[src/rtl/jk_pkg.sv]
// rtl/jk_pkg.sv - shared Jump King motion types and screen constants
package jk_pkg;

  typedef enum logic [1:0] {GROUND, CHARGE, AIR} motion_state_t;

  localparam int SCREEN_W = 800;
  localparam int SCREEN_H = 600;

endpackage

[src/rtl/tick_gen.sv]
// rtl/tick_gen.sv - free-running divider, one-clk tick every TICK_CLKS cycles
module tick_gen #(
  parameter int TICK_CLKS = 1_000_000
) (
  input  logic clk,
  input  logic rst,
  output logic tick
);

  localparam int CW = (TICK_CLKS > 2) ? $clog2(TICK_CLKS) : 1;

  logic [CW-1:0] cnt;

  assign tick = (cnt == CW'(TICK_CLKS - 1));

  always_ff @(posedge clk) begin
    if (rst)       cnt <= '0;
    else if (tick) cnt <= '0;
    else           cnt <= cnt + CW'(1);
  end

endmodule

[src/rtl/player_motion_ctl.sv]
// rtl/player_motion_ctl.sv - Jump King player motion: walk, charge, ballistic flight, bounce, landing
module player_motion_ctl #(
  parameter int SCREEN_W     = jk_pkg::SCREEN_W,
  parameter int SCREEN_H     = jk_pkg::SCREEN_H,
  parameter int RECT_W       = 64,
  parameter int RECT_H       = 64,
  parameter int X_START      = 0,
  parameter int TICK_CLKS    = 1_000_000,
  parameter int GRAVITY      = 1,
  parameter int VY_TERMINAL  = 16,
  parameter int WALK_SPEED   = 2,
  parameter int JUMP_VX      = 6,
  parameter int JUMP_VY_MIN  = 4,
  parameter int JUMP_VY_MAX  = 20,
  parameter int CHARGE_MAX   = 63,
  parameter int CHARGE_SHIFT = 1
) (
  input  logic        clk,
  input  logic        rst,
  input  logic        key_space,
  input  logic        key_left,
  input  logic        key_right,
  output logic [11:0] value_x,
  output logic [11:0] value_y,
  output logic        airborne,
  output logic        charging,
  output logic [7:0]  charge_level,
  output logic        landed
);

  import jk_pkg::*;

  localparam int FLOOR = SCREEN_H - RECT_H;
  localparam int XMAX  = SCREEN_W - RECT_W;

  localparam logic signed [13:0] FLOOR_S = 14'(FLOOR);
  localparam logic signed [13:0] XMAX_S  = 14'(XMAX);
  localparam logic signed [13:0] VT_S    = 14'(VY_TERMINAL);
  localparam logic signed [13:0] G_S     = 14'(GRAVITY);
  localparam logic signed [13:0] WALK_S  = 14'(WALK_SPEED);
  localparam logic signed [7:0]  JVX_S   = 8'(JUMP_VX);

  motion_state_t     state, state_n;
  logic [11:0]       x, x_n, y, y_n;
  logic signed [7:0] vx, vx_n, vy, vy_n;
  logic [7:0]        charge, charge_n;
  logic              landed_q, landed_n;
  logic              tick;

  logic signed [13:0] xs, ys, vxs, vys, xn, yn, vyg, x_left, x_right;
  logic [7:0]         lv_raw, lv;
  logic               left_only, right_only;

  tick_gen #(.TICK_CLKS(TICK_CLKS)) u_tick (
    .clk  (clk),
    .rst  (rst),
    .tick (tick)
  );

  assign left_only  = key_left & ~key_right;
  assign right_only = key_right & ~key_left;

  // All motion arithmetic in signed 14 bits so under/overflow is visible before clamping.
  assign xs      = $signed({2'b00, x});
  assign ys      = $signed({2'b00, y});
  assign vxs     = $signed({{6{vx[7]}}, vx});
  assign vys     = $signed({{6{vy[7]}}, vy});
  assign xn      = xs + vxs;
  assign yn      = ys + vys;
  assign vyg     = vys + G_S;
  assign x_left  = xs - WALK_S;
  assign x_right = xs + WALK_S;
  assign lv_raw  = 8'(JUMP_VY_MIN) + (charge >> CHARGE_SHIFT);
  assign lv      = (lv_raw > 8'(JUMP_VY_MAX)) ? 8'(JUMP_VY_MAX) : lv_raw;

  always_comb begin
    state_n  = state;
    x_n      = x;
    y_n      = y;
    vx_n     = vx;
    vy_n     = vy;
    charge_n = charge;
    landed_n = 1'b0;
    if (tick) begin
      case (state)
        GROUND: begin
          if (key_space) begin
            state_n  = CHARGE;
            charge_n = '0;
          end else if (left_only) begin
            x_n = (x_left < 0) ? 12'd0 : x_left[11:0];
          end else if (right_only) begin
            x_n = (x_right > XMAX_S) ? 12'(XMAX) : x_right[11:0];
          end
        end
        CHARGE: begin
          if (key_space) begin
            if (charge < 8'(CHARGE_MAX)) charge_n = charge + 8'd1;
          end else begin
            state_n  = AIR;
            vy_n     = -lv;
            vx_n     = left_only ? -JVX_S : (right_only ? JVX_S : 8'sd0);
            charge_n = '0;
          end
        end
        AIR: begin
          if (xn < 0) begin
            x_n  = 12'd0;
            vx_n = -vx;
          end else if (xn > XMAX_S) begin
            x_n  = 12'(XMAX);
            vx_n = -vx;
          end else begin
            x_n = xn[11:0];
          end
          // Landing overrides any wall-bounce vx from the same tick.
          if (yn < 0) begin
            y_n  = 12'd0;
            vy_n = 8'sd0;
          end else if (yn >= FLOOR_S) begin
            y_n      = 12'(FLOOR);
            vx_n     = 8'sd0;
            vy_n     = 8'sd0;
            state_n  = GROUND;
            landed_n = 1'b1;
          end else begin
            y_n  = yn[11:0];
            vy_n = (vyg > VT_S) ? VT_S[7:0] : vyg[7:0];
          end
        end
        default: state_n = GROUND;
      endcase
    end
  end

  always_comb begin
    value_x      = x;
    value_y      = y;
    airborne     = (state == AIR);
    charging     = (state == CHARGE);
    charge_level = (state == CHARGE) ? charge : 8'd0;
    landed       = landed_q;
  end

  always_ff @(posedge clk) begin
    if (rst) begin
      state    <= GROUND;
      x        <= 12'(X_START);
      y        <= 12'(FLOOR);
      vx       <= '0;
      vy       <= '0;
      charge   <= '0;
      landed_q <= 1'b0;
    end else begin
      state    <= state_n;
      x        <= x_n;
      y        <= y_n;
      vx       <= vx_n;
      vy       <= vy_n;
      charge   <= charge_n;
      landed_q <= landed_n;
    end
  end

endmodule
[config.mk]
export PLATFORM = sky130hd
export DESIGN_NAME = player_motion_ctl
export DESIGN_NICKNAME = d
export VERILOG_FILES = /design/src/rtl/jk_pkg.sv /design/src/rtl/tick_gen.sv /design/src/rtl/player_motion_ctl.sv
export SDC_FILE = /design/constraint.sdc
export NUM_CORES = 1
export LEC_CHECK = 0
export BUFFER_PORTS_ARGS = -buffer_cell sky130_fd_sc_hd__buf_4
export CORE_MARGIN = 5
export CORE_UTILIZATION = 34
export CTS_CLUSTER_DIAMETER = 120
export DETAILED_ROUTE_END_ITERATION = 10
export HOLD_SLACK_MARGIN = 0.02
export PLACE_DENSITY_LB_ADDON = 0.2
export SETUP_SLACK_MARGIN = 0.1
export SYNTH_ARGS = -nofsm -noshare
export SYNTH_HDL_FRONTEND = slang
export SYNTH_SLANG_ARGS = --single-unit
[constraint.sdc]
create_clock -name clk -period 5.5 [get_ports clk]
set_input_delay 1.1 -clock clk [delete_from_list [all_inputs] [get_ports clk]]
set_output_delay 1.1 -clock clk [all_outputs]
set_load 0.01 [all_outputs]
==> results.sh, run 1 <==
export IMPL_finalHoldViolations=0
export IMPL_path_cells="ha_1, fa_1, a211oi_1, o21ai_1, a41oi_1, xor2_1, nand2_1, nor3_2, o21ai_2, a2111oi_2"
export IMPL_drive_gt1_frac=0.121
export IMPL_swShare=0.224
export IMPL_period_share=0.676
export IMPL_row_count=46
export IMPL_via_count=5016
export IMPL_numCtsBuffers=9
export IMPL_grt_pass1_wl_mm=24.8
export IMPL_grt_max_degree=40
export IMPL_syn_inst=683
export IMPL_num_io_pins=40
export IMPL_place_ws_ns=1.83
export IMPL_cp_arrival_ns=3.95
export IMPL_slew_headroom=0.208
export IMPL_drtPass1Iterations=7
export IMPL_cts_buffer_depth=2
export IMPL_drt_initial_drc_count=319
export IMPL_syn_area_mm2=0.00545
export IMPL_rsz0062_at_grt="false"
export IMPL_fmax_ghz=0.269
export IMPL_area_delta_synth_final_pct=14.1
export IMPL_setup_viol=0
export IMPL_syn_area_per_cell_um2=7.97
export IMPL_critPathKind="reg -> reg"
export IMPL_die_area_mm2=0.0187
export IMPL_synth_seq_cells=70
export IMPL_routabilityCongestion=0.870
export IMPL_tns_ns=0
export IMPL_cts_sinks=70
export IMPL_gr_total_overflow=0
export IMPL_pwr_share_seq=0.451
export IMPL_netlist_area_leader_share=0.257
export IMPL_clkTransAtPathRegs_ns=0.06
export IMPL_grt_pass1_vias=4961
export IMPL_clock_root_buffer="clkbuf_16"
export IMPL_status="finished, final reports clean"
export IMPL_max_cap_violations=0
export IMPL_cts_resized=0
export IMPL_skew_ns=0.0127
export IMPL_cpMaxStageDelayCell="nor3_2"
export IMPL_synth_cell_types=79
export IMPL_ant_nets=0
export IMPL_numPortBuffers=39
export IMPL_drt_wirelength_per_cell_um=15.7
export IMPL_hp_class="reg -> reg"
export IMPL_grt_use_total=0.161
export IMPL_multi_input_area_mm2=0.00384
export IMPL_synthArstFlopShare=0
export IMPL_vdd_ir_drop_max_mv=0.153
export IMPL_syn_nets=727
export IMPL_clk_latency_ns=0.34
export IMPL_clockPowerShare=0.526
export IMPL_cp_required_ns=5.73
export IMPL_htreeDepth=3
export IMPL_yosys_most_used_dff="dfxtp_1"
export IMPL_critPathMaxFanout=11
export IMPL_final_cell_mix="nor2_1, dfxtp_1, nand2_1"
export IMPL_slew_viol_final=0
export IMPL_cts_setup_buffers=0
export IMPL_synth_top_cell_by_area="dfxtp_1"
export IMPL_final_seq_area_mm2=0.00140
export IMPL_seq_area_frac_synth=0.257
export IMPL_die_w_um=137
export IMPL_p_per_area_mw_per_mm2=182
export IMPL_leakage_uw=0.00252
export IMPL_hpwl_mm=10.7
export IMPL_diodes=0
export IMPL_fin_nets=749
export IMPL_synth_edf_count=0
export IMPL_ys_warn_count=0
export IMPL_design_core_area_mm2=0.0158
export IMPL_synth_area_leaders="dfxtp_1, ha_1, xor2_1"
export IMPL_viasPerCell=5.42
export IMPL_worst_pin_slew_ns=1.18
export IMPL_drc=0
export IMPL_ctsHoldBuffers=0
export IMPL_timing_final_crit_period_ns=3.72
export IMPL_dieHeight_um=137
export IMPL_tritoncts="done"
export IMPL_drt_total_wl_mm=14.6
export IMPL_combPwrFrac=0.023
export IMPL_end_kind="flop"
export IMPL_power_net_switching_uw=253
export IMPL_layout_setup_ws_ns=1.78
export IMPL_grt_antenna_before_repair=0
export IMPL_startpoint_type="flop"
export IMPL_finalPower_uw=1130
export IMPL_layout_commonest_cell="nor2_1"
export IMPL_fillers=1601
export IMPL_intPower_uw=879
export IMPL_initial_utilization=0.344
export IMPL_critPathMaxStageDelay_ns=0.74
## cell usage after synthesis (20+ instances only)
| master | n |
|---|---|
| o21ai_0 | 27 |
| nand2_1 | 60 |
| inv_1 | 21 |
| a21oi_1 | 37 |
| nand3_1 | 26 |
| nor2_1 | 73 |
| dfxtp_1 | 70 |
| xnor2_1 | 20 |
| clkbuf_1 | 26 |
| ha_1 | 38 |
| a31oi_1 | 20 |
| xor2_1 | 37 |
## layer usage
layer  global-route usage  wire length (um)  vias to the layer above
met3               0.0364               452                       12
met5                    0                 0                        -
met4               0.0370               163                        0
met1                0.221              7190                     2357
li1                     -                 -                     2566
met2                0.260              6750                       81
## worst max-delay path: cells and delay by family, from the launching register on
kind / cells / cell delay (ns)
AOI/OAI and AO/OA: 5 / 1.51
adders and majority gates: 2 / 0.65
xor gates and xnor gates: 1 / 0.18
and+or+nand+nor: 2 / 0.92
DFF: 1 / 0.37
## sequential cells by signal, summed over array words and instances (netlist names)
| name | cells |
|---|---|
| landed | 1 |
| state | 2 |
| vx | 7 |
| charge | 8 |
| value_x | 12 |
| value_y | 12 |
| u_tick.cnt | 20 |
| vy | 8 |
## cells by family after synthesis
group | Yosys count | synth area share
mux | 9 | 0.0195
fa+ha+maj | 39 | 0.0910
buf+inv | 53 | 0.0377
xor+xnor | 57 | 0.0917
simple gates | 274 | 0.263
compound gates | 181 | 0.239
flops | 70 | 0.257
## path summary, 6_finish.rpt
path / start / to / slack [ns] / cells past startpoint
min: u_tick.cnt[0] / u_tick.cnt[0] / 0.47 / 1
max reg2reg: vy[0] / vx[5] / 1.78 / 10
max: vy[0] / vx[5] / 1.78 / 10
min reg2reg: u_tick.cnt[0] / u_tick.cnt[0] / 0.47 / 1
## metrics by stage
stage                     cell area (um^2)  hold WS [ns]  std cells  utilization
after floorplan                       5450         0.426        683            -
after global placement                5910         0.442        910        0.374
after detailed placement              5910         0.447        910        0.374
after CTS                             6210         0.463        925        0.392
after global routing                  6210         0.491        925        0.392
final                                 6210         0.471        925        0.392
## final cells by class
cell class | instances | share of cell area
multi-input combinational | 560 | 0.619
sequential | 70 | 0.226
clock buffer | 10 | 0.0385
inverter | 22 | 0.0133
timing repair buffer | 42 | 0.0508
tap | 216 | 0.0435
clock inverter | 5 | 0.00947
## power by group through the flow
stage	clock [uW]	sequential, uW	combinational, uW
floorplan	0	521	18.1
global placement	0	522	26.2
detailed placement	0	522	26.6
CTS	614	510	26.7
global route	637	510	30.1
finish	595	510	26.2
Note: power is estimated with default switching activity, not from simulation.
==> run 2, diff against run 1 <==
--- a/config.mk
+++ b/config.mk
@@ -5,6 +5,7 @@
 export SDC_FILE = /design/constraint.sdc
 export NUM_CORES = 1
 export LEC_CHECK = 0
+export ABC_AREA = 1
 export BUFFER_PORTS_ARGS = -buffer_cell sky130_fd_sc_hd__buf_4
 export CORE_MARGIN = 5
 export CORE_UTILIZATION = 34
==> constraint.sdc (replaced) <==
create_clock -name clk -period 3.6 [get_ports clk]
set_input_delay 0.72 -clock clk [delete_from_list [all_inputs] [get_ports clk]]
set_output_delay 0.72 -clock clk [all_outputs]
set_load 0.01 [all_outputs]
==> results.sh, run 2 <==
export IMPL_path_cells="ha_1, fa_1, nand3_1, nand3_1, nand2_1, nand2_1, a21oi_1, nand2_1, nand2_1, nand4_4, o21ai_4, nand3_1, a21oi_1"
export IMPL_design_core_area_mm2=0.0166
export IMPL_final_cells=1197
export IMPL_largest_reg_flops=20
export IMPL_grt_max_degree=31
export IMPL_power_net_switching_uw=404
export IMPL_synth_seq_cells=70
export IMPL_end_kind="flop"
export IMPL_drt_wirelength_per_cell_um=13.1
export IMPL_cp_arrival_ns=3.04
export IMPL_synth_edf_count=0
export IMPL_syn_area_per_cell_um2=6.15
export IMPL_clock_root_buffer="clkbuf_16"
export IMPL_syn_area_mm2=0.00575
export IMPL_yosys_most_used_dff="dfxtp_1"
export IMPL_drt_initial_drc_count=287
export IMPL_synth_cell_types=44
export IMPL_largest_register="u_tick.cnt"
export IMPL_max_cap_violations=0
export IMPL_row_count=47
export IMPL_clk_latency_ns=0.34
export IMPL_dieHeight_um=140
export IMPL_crit_path_frequent_cell="nand2_1"
export IMPL_seq_area_frac_synth=0.244
export IMPL_netlist_area_leader_share=0.244
export IMPL_cpMaxStageDelayCell="fa_1"
export IMPL_clkTransAtPathRegs_ns=0.06
export IMPL_numPortBuffers=39
export IMPL_synthArstFlopShare=0
export IMPL_viasPerCell=4.91
export IMPL_synth_top_cell_by_area="dfxtp_1"
export IMPL_tns_ns=0
export IMPL_swShare=0.223
export IMPL_numCtsBuffers=9
export IMPL_slew_viol_final=0
export IMPL_r2r_end="vy[2]"
export IMPL_slew_headroom=0.526
export IMPL_initial_utilization=0.347
export IMPL_htreeDepth=3
export IMPL_finalHoldViolations=0
export IMPL_ctsHoldBuffers=0
export IMPL_grt_pass1_vias=5397
export IMPL_tritoncts="done"
export IMPL_startpoint_type="flop"
export IMPL_placed_cells=1181
export IMPL_drive_gt1_frac=0.0798
export IMPL_hold_worst_slack_ns=0.447
export IMPL_period_share=0.769
export IMPL_finalPower_uw=1810
export IMPL_num_io_pins=40
export IMPL_fillers=1824
export IMPL_skew_ns=0.0109
export IMPL_hold_path_depth=1
export IMPL_leakage_uw=0.00316
export IMPL_status="finished, final reports clean"
export IMPL_cts_buffer_depth=2
export IMPL_ant_nets=0
export IMPL_critPathMaxFanout=15
export IMPL_hp_class="reg -> reg"
export IMPL_r2r_cells=13
export IMPL_fmax_ghz=0.361
export IMPL_synth_area_leaders="dfxtp_1, nand2_1, inv_1"
export IMPL_grt_pass1_wl_mm=26.0
export IMPL_cts_resized=0
export IMPL_via_count=5873
export IMPL_critPathMaxStageDelay_ns=0.42
export IMPL_synth_common_cells="nand2_1, inv_1, nor2_1"
export IMPL_layout_setup_ws_ns=0.832
export IMPL_intPower_uw=1400
export IMPL_gr_total_overflow=0
export IMPL_hpwl_mm=12.2
export IMPL_drt_total_wl_mm=15.7
export IMPL_drc=0
export IMPL_p_per_area_mw_per_mm2=275
export IMPL_worst_pin_slew_ns=0.704
export IMPL_cts_sinks=70
export IMPL_die_w_um=140
export IMPL_fin_nets=1016
export IMPL_syn_inst=936
export IMPL_ys_warn_count=0
export IMPL_worstHoldStart="u_tick.cnt[0]"
export IMPL_grt_antenna_before_repair=0
export IMPL_timing_final_crit_period_ns=2.77
export IMPL_drtPass1Iterations=6
export IMPL_rsz0062_at_grt="false"
export IMPL_syn_nets=980
export IMPL_r2r_start="vy[0]"
export IMPL_synth_most_common_cell="nand2_1"
export IMPL_combPwrFrac=0.020
export IMPL_r2r_slack_ns=0.83
export IMPL_die_area_mm2=0.0196
export IMPL_pwr_share_seq=0.431
export IMPL_layout_commonest_cell="nand2_1"
export IMPL_setup_viol=0
export IMPL_cts_setup_buffers=0
export IMPL_cp_required_ns=3.87
export IMPL_place_ws_ns=0.852
export IMPL_grt_use_total=0.159
export IMPL_vdd_ir_drop_max_mv=0.231
export IMPL_critPathKind="reg -> reg"
export IMPL_diodes=0
export IMPL_holdPathEnd="u_tick.cnt[0]"
export IMPL_final_cell_mix="nand2_1, inv_1, nor2_1"
export IMPL_routabilityCongestion=0.914
export IMPL_area_delta_synth_final_pct=14.5
export IMPL_clockPowerShare=0.550
-- run 2: changes by cell type after synthesis, moves of 12 or more --
cell,before,now
a21oi_1,37,67
a31oi_1,20,7
and3_1,15,1
clkbuf_1,26,11
inv_1,21,139
nand2_1,60,241
nand2b_1,13,0
nand3_1,26,86
nor2_1,73,94
o21ai_0,27,39
xnor2_1,20,7
-- run 2: final cells by class --
class                   instances  area [um^2]  area share
well taps                     220          275      0.0418
clock buffers                   9          225      0.0342
inverters                     142          533      0.0809
clock inverters                 7          106      0.0162
multi-input cells             708         3740       0.567
repair buffers                 41          308      0.0467
flip-flops and latches         70         1400       0.213
-- run 2: power groups by stage --
stage               Combinational [uW]  Sequential (uW)  Clock, uW
finish                            35.4              779        995
global route                      40.4              778       1060
detailed placement                35.7              796          0
global placement                  35.6              796          0
floorplan                         22.1              796          0
CTS                               36.0              779       1030
-- run 2: worst max path at each step --
stage,to,cells past startpoint,startpoint
detailed placement,vx[6],15,vy[0]
CTS,vx[3],13,vy[0]
finish,vy[2],13,vy[0]
global placement,vx[3],12,vy[0]
global route,vx[6],12,vy[0]
floorplan,vx[7],14,value_y[0]
-- run 2: worst max-delay path: cells and delay by family (launching register included) --
family	cells	cell delay [ns]
and+or+nand+nor	8	0.96
AOI/OAI and AO/OA	3	0.73
DFF	1	0.36
adders and majority gates	2	0.65
-- run 2: stage by stage --
stage          cell area, um^2  utilization
2_1_floorplan             5750            -
3_3_place_gp              6250        0.377
3_5_place_dp              6250        0.377
4_1_cts                   6590        0.397
5_1_grt                   6590        0.397
6_report                  6590        0.397
-- run 2: cells by family after synthesis --
kind of cell               synth area share
DFF                                   0.244
adders and majority gates            0.0861
AOI/OAI and AO/OA                     0.126
buffers and inverters                 0.107
and+or+nand+nor                       0.382
xor gates and xnor gates             0.0548
-- run 2: metal layers --
metal  global-route usage  up-vias  routed length, um
li1                     -     3125                  -
met1                0.210     2654               7680
met2                0.267       81               7330
met3               0.0279       13                449
met4               0.0439        0                204
met5                    0        -                  0
==> run 3, diff against run 2 <==
==> constraint.sdc (replaced) <==
create_clock -name clk -period 2.3 [get_ports clk]
set_input_delay 0.46 -clock clk [delete_from_list [all_inputs] [get_ports clk]]
set_output_delay 0.46 -clock clk [all_outputs]
set_load 0.01 [all_outputs]
==> results.sh, run 3 (synthesis gave the netlist of run 2 again) <==
export IMPL_status="finished, violations left"
export IMPL_violations="setup timing"
export IMPL_final_util=0.488
export IMPL_layout_commonest_cell="nand2_1"
export IMPL_hpwl_mm=13.0
export IMPL_hold_worst_slack_ns=0.450
export IMPL_vdd_ir_drop_max_mv=0.545
export IMPL_cts_buffer_depth=2
export IMPL_via_count=6381
export IMPL_r2r_cells=14
export IMPL_num_io_pins=40
export IMPL_grt_use_met2=0.285
export IMPL_final_cells=1302
export IMPL_grt_antenna_before_repair=0
export IMPL_dieHeight_um=140
export IMPL_leakage_uw=0.00376
export IMPL_area_delta_synth_final_pct=40.7
export IMPL_drt_total_wl_mm=17.0
export IMPL_timing_final_crit_period_ns=2.31
export IMPL_slew_headroom=0.653
export IMPL_use_met1=0.234
export IMPL_drt_wirelength_per_cell_um=13.0
export IMPL_rsz0062_at_grt="true"
export IMPL_layout_setup_ws_ns=-0.0123
export IMPL_end_kind="flop"
export IMPL_period_share=1.01
export IMPL_viasPerCell=4.90
export IMPL_gr_total_overflow=0
export IMPL_p_per_area_mw_per_mm2=331
export IMPL_max_cap_violations=0
export IMPL_grt_pass1_wl_mm=28.3
export IMPL_worst_pin_slew_ns=0.515
export IMPL_tritoncts="done"
export IMPL_setup_viol=8
export IMPL_design_core_area_mm2=0.0166
export IMPL_drive_gt1_frac=0.299
export IMPL_dpl_cell_area_mm2=0.00699
export IMPL_clock_root_buffer="clkbuf_16"
export IMPL_hp_class="reg -> reg"
export IMPL_ant_nets=0
export IMPL_place_ws_ns=-0.124
export IMPL_fin_area_mm2=0.00809
export IMPL_skew_ns=0.00997
export IMPL_clkTransAtPathRegs_ns=0.06
export IMPL_clk_latency_ns=0.35
export IMPL_finalHoldViolations=0
export IMPL_busiest_layer="met2"
export IMPL_ctsHoldBuffers=0
export IMPL_drtPass1Iterations=5
export IMPL_die_w_um=140
export IMPL_drt_initial_drc_count=288
export IMPL_cp_arrival_ns=2.59
export IMPL_critPathMaxFanout=7
export IMPL_grtUsageMet3=0.0293
export IMPL_routabilityCongestion=0.865
export IMPL_largest_register="u_tick.cnt"
export IMPL_grt_use_total=0.173
export IMPL_cp_required_ns=2.57
export IMPL_initial_utilization=0.347
export IMPL_placed_cells=1275
export IMPL_grt_max_degree=23
export IMPL_largest_reg_flops=20
export IMPL_drc=0
export IMPL_critPathKind="reg -> reg"
export IMPL_row_count=47
export IMPL_slew_viol_final=0
export IMPL_numCtsBuffers=9
export IMPL_numPortBuffers=39
export IMPL_htreeDepth=3
export IMPL_fin_nets=1121
export IMPL_cts_sinks=70
export IMPL_fillers=1678
export IMPL_hold_path_depth=1
export IMPL_grt_pass1_vias=6023
export IMPL_startpoint_type="flop"
export IMPL_fmax_ghz=0.432
export IMPL_final_cell_mix="nand2_1, buf_4, inv_1"
export IMPL_die_area_mm2=0.0196
export IMPL_diodes=0
[run 3: cell count changes in the layout (fill, tap and decap cells not counted), moves of 16 or more]
cell / previous run / this run
a21oi_2: 3 / 22
dfxtp_1: 70 / 54
ha_1: 38 / 19
ha_4: 0 / 18
nand2_1: 241 / 214
a21oi_1: 67 / 48
nand2_2: 3 / 26
buf_4: 41 / 142
nor2_1: 94 / 77
[run 3: stage by stage]
| stage | power (uW) | setup TNS, ns |
|---|---|---|
| after CTS | 2730 | -0.00905 |
| after global routing | 2780 | -4.20 |
| after detailed placement | 1300 | -1.97 |
| after floorplan | 1280 | 0 |
| after global placement | 1300 | -1.28 |
| final | 2680 | -0.0580 |
[run 3: layer usage]
layer  wire length [um]  part of all wire  vias up
li1                   -                 -     3343
met1               8090              0.48     2901
met2               7990              0.47      114
met3                567             0.033       23
met4                306             0.018        0
met5                  0                 0        -
[run 3: path summary, 6_finish.rpt]
kind                       from       endpoint  slack (ns)
setup / recovery          vy[0]          vx[4]       -0.01
setup reg to reg          vy[0]          vx[4]       -0.01
hold reg to reg   u_tick.cnt[0]  u_tick.cnt[0]        0.45
hold / removal    u_tick.cnt[0]  u_tick.cnt[0]        0.45
[run 3: timing repair]
item,in CTS,in global routing
gates resized for setup,71,85
setup endpoints to repair,37,57
pin swaps,21,24
setup buffers,9,3
hold endpoints to repair,0,0
[run 3: worst max-delay path: stages (launching register included)]
cell	delay, ns
dfxtp_4	0.35
ha_4	0.16
fa_2	0.39
nand3_2	0.10
nand3_4	0.09
xnor2_2	0.18
nor2_1	0.06
nor2_1	0.10
nand2_1	0.07
nand2_2	0.07
nand4_4	0.12
o21ai_4	0.20
buf_6	0.16
nand3_1	0.08
a21oi_1	0.12
[run 3: power by group]
| part | leakage, uW | switching [uW] | internal (uW) |
|---|---|---|---|
| clock network | 0.000148 | 634 | 768 |
| logic | 0.00304 | 42.2 | 19.3 |
| registers | 0.000573 | 2.69 | 1210 |
| total | 0.00376 | 679 | 2000 |
[run 3: cell type report]
cell class / count / area (um^2) / share of cell area
sequential: 70 / 1430 / 0.177
clock buffer: 9 / 225 / 0.0278
timing repair buffer: 146 / 1110 / 0.137
clock inverter: 7 / 73.8 / 0.00912
multi-input combinational: 708 / 4440 / 0.549
inverter: 142 / 536 / 0.0662
tap: 220 / 275 / 0.0340
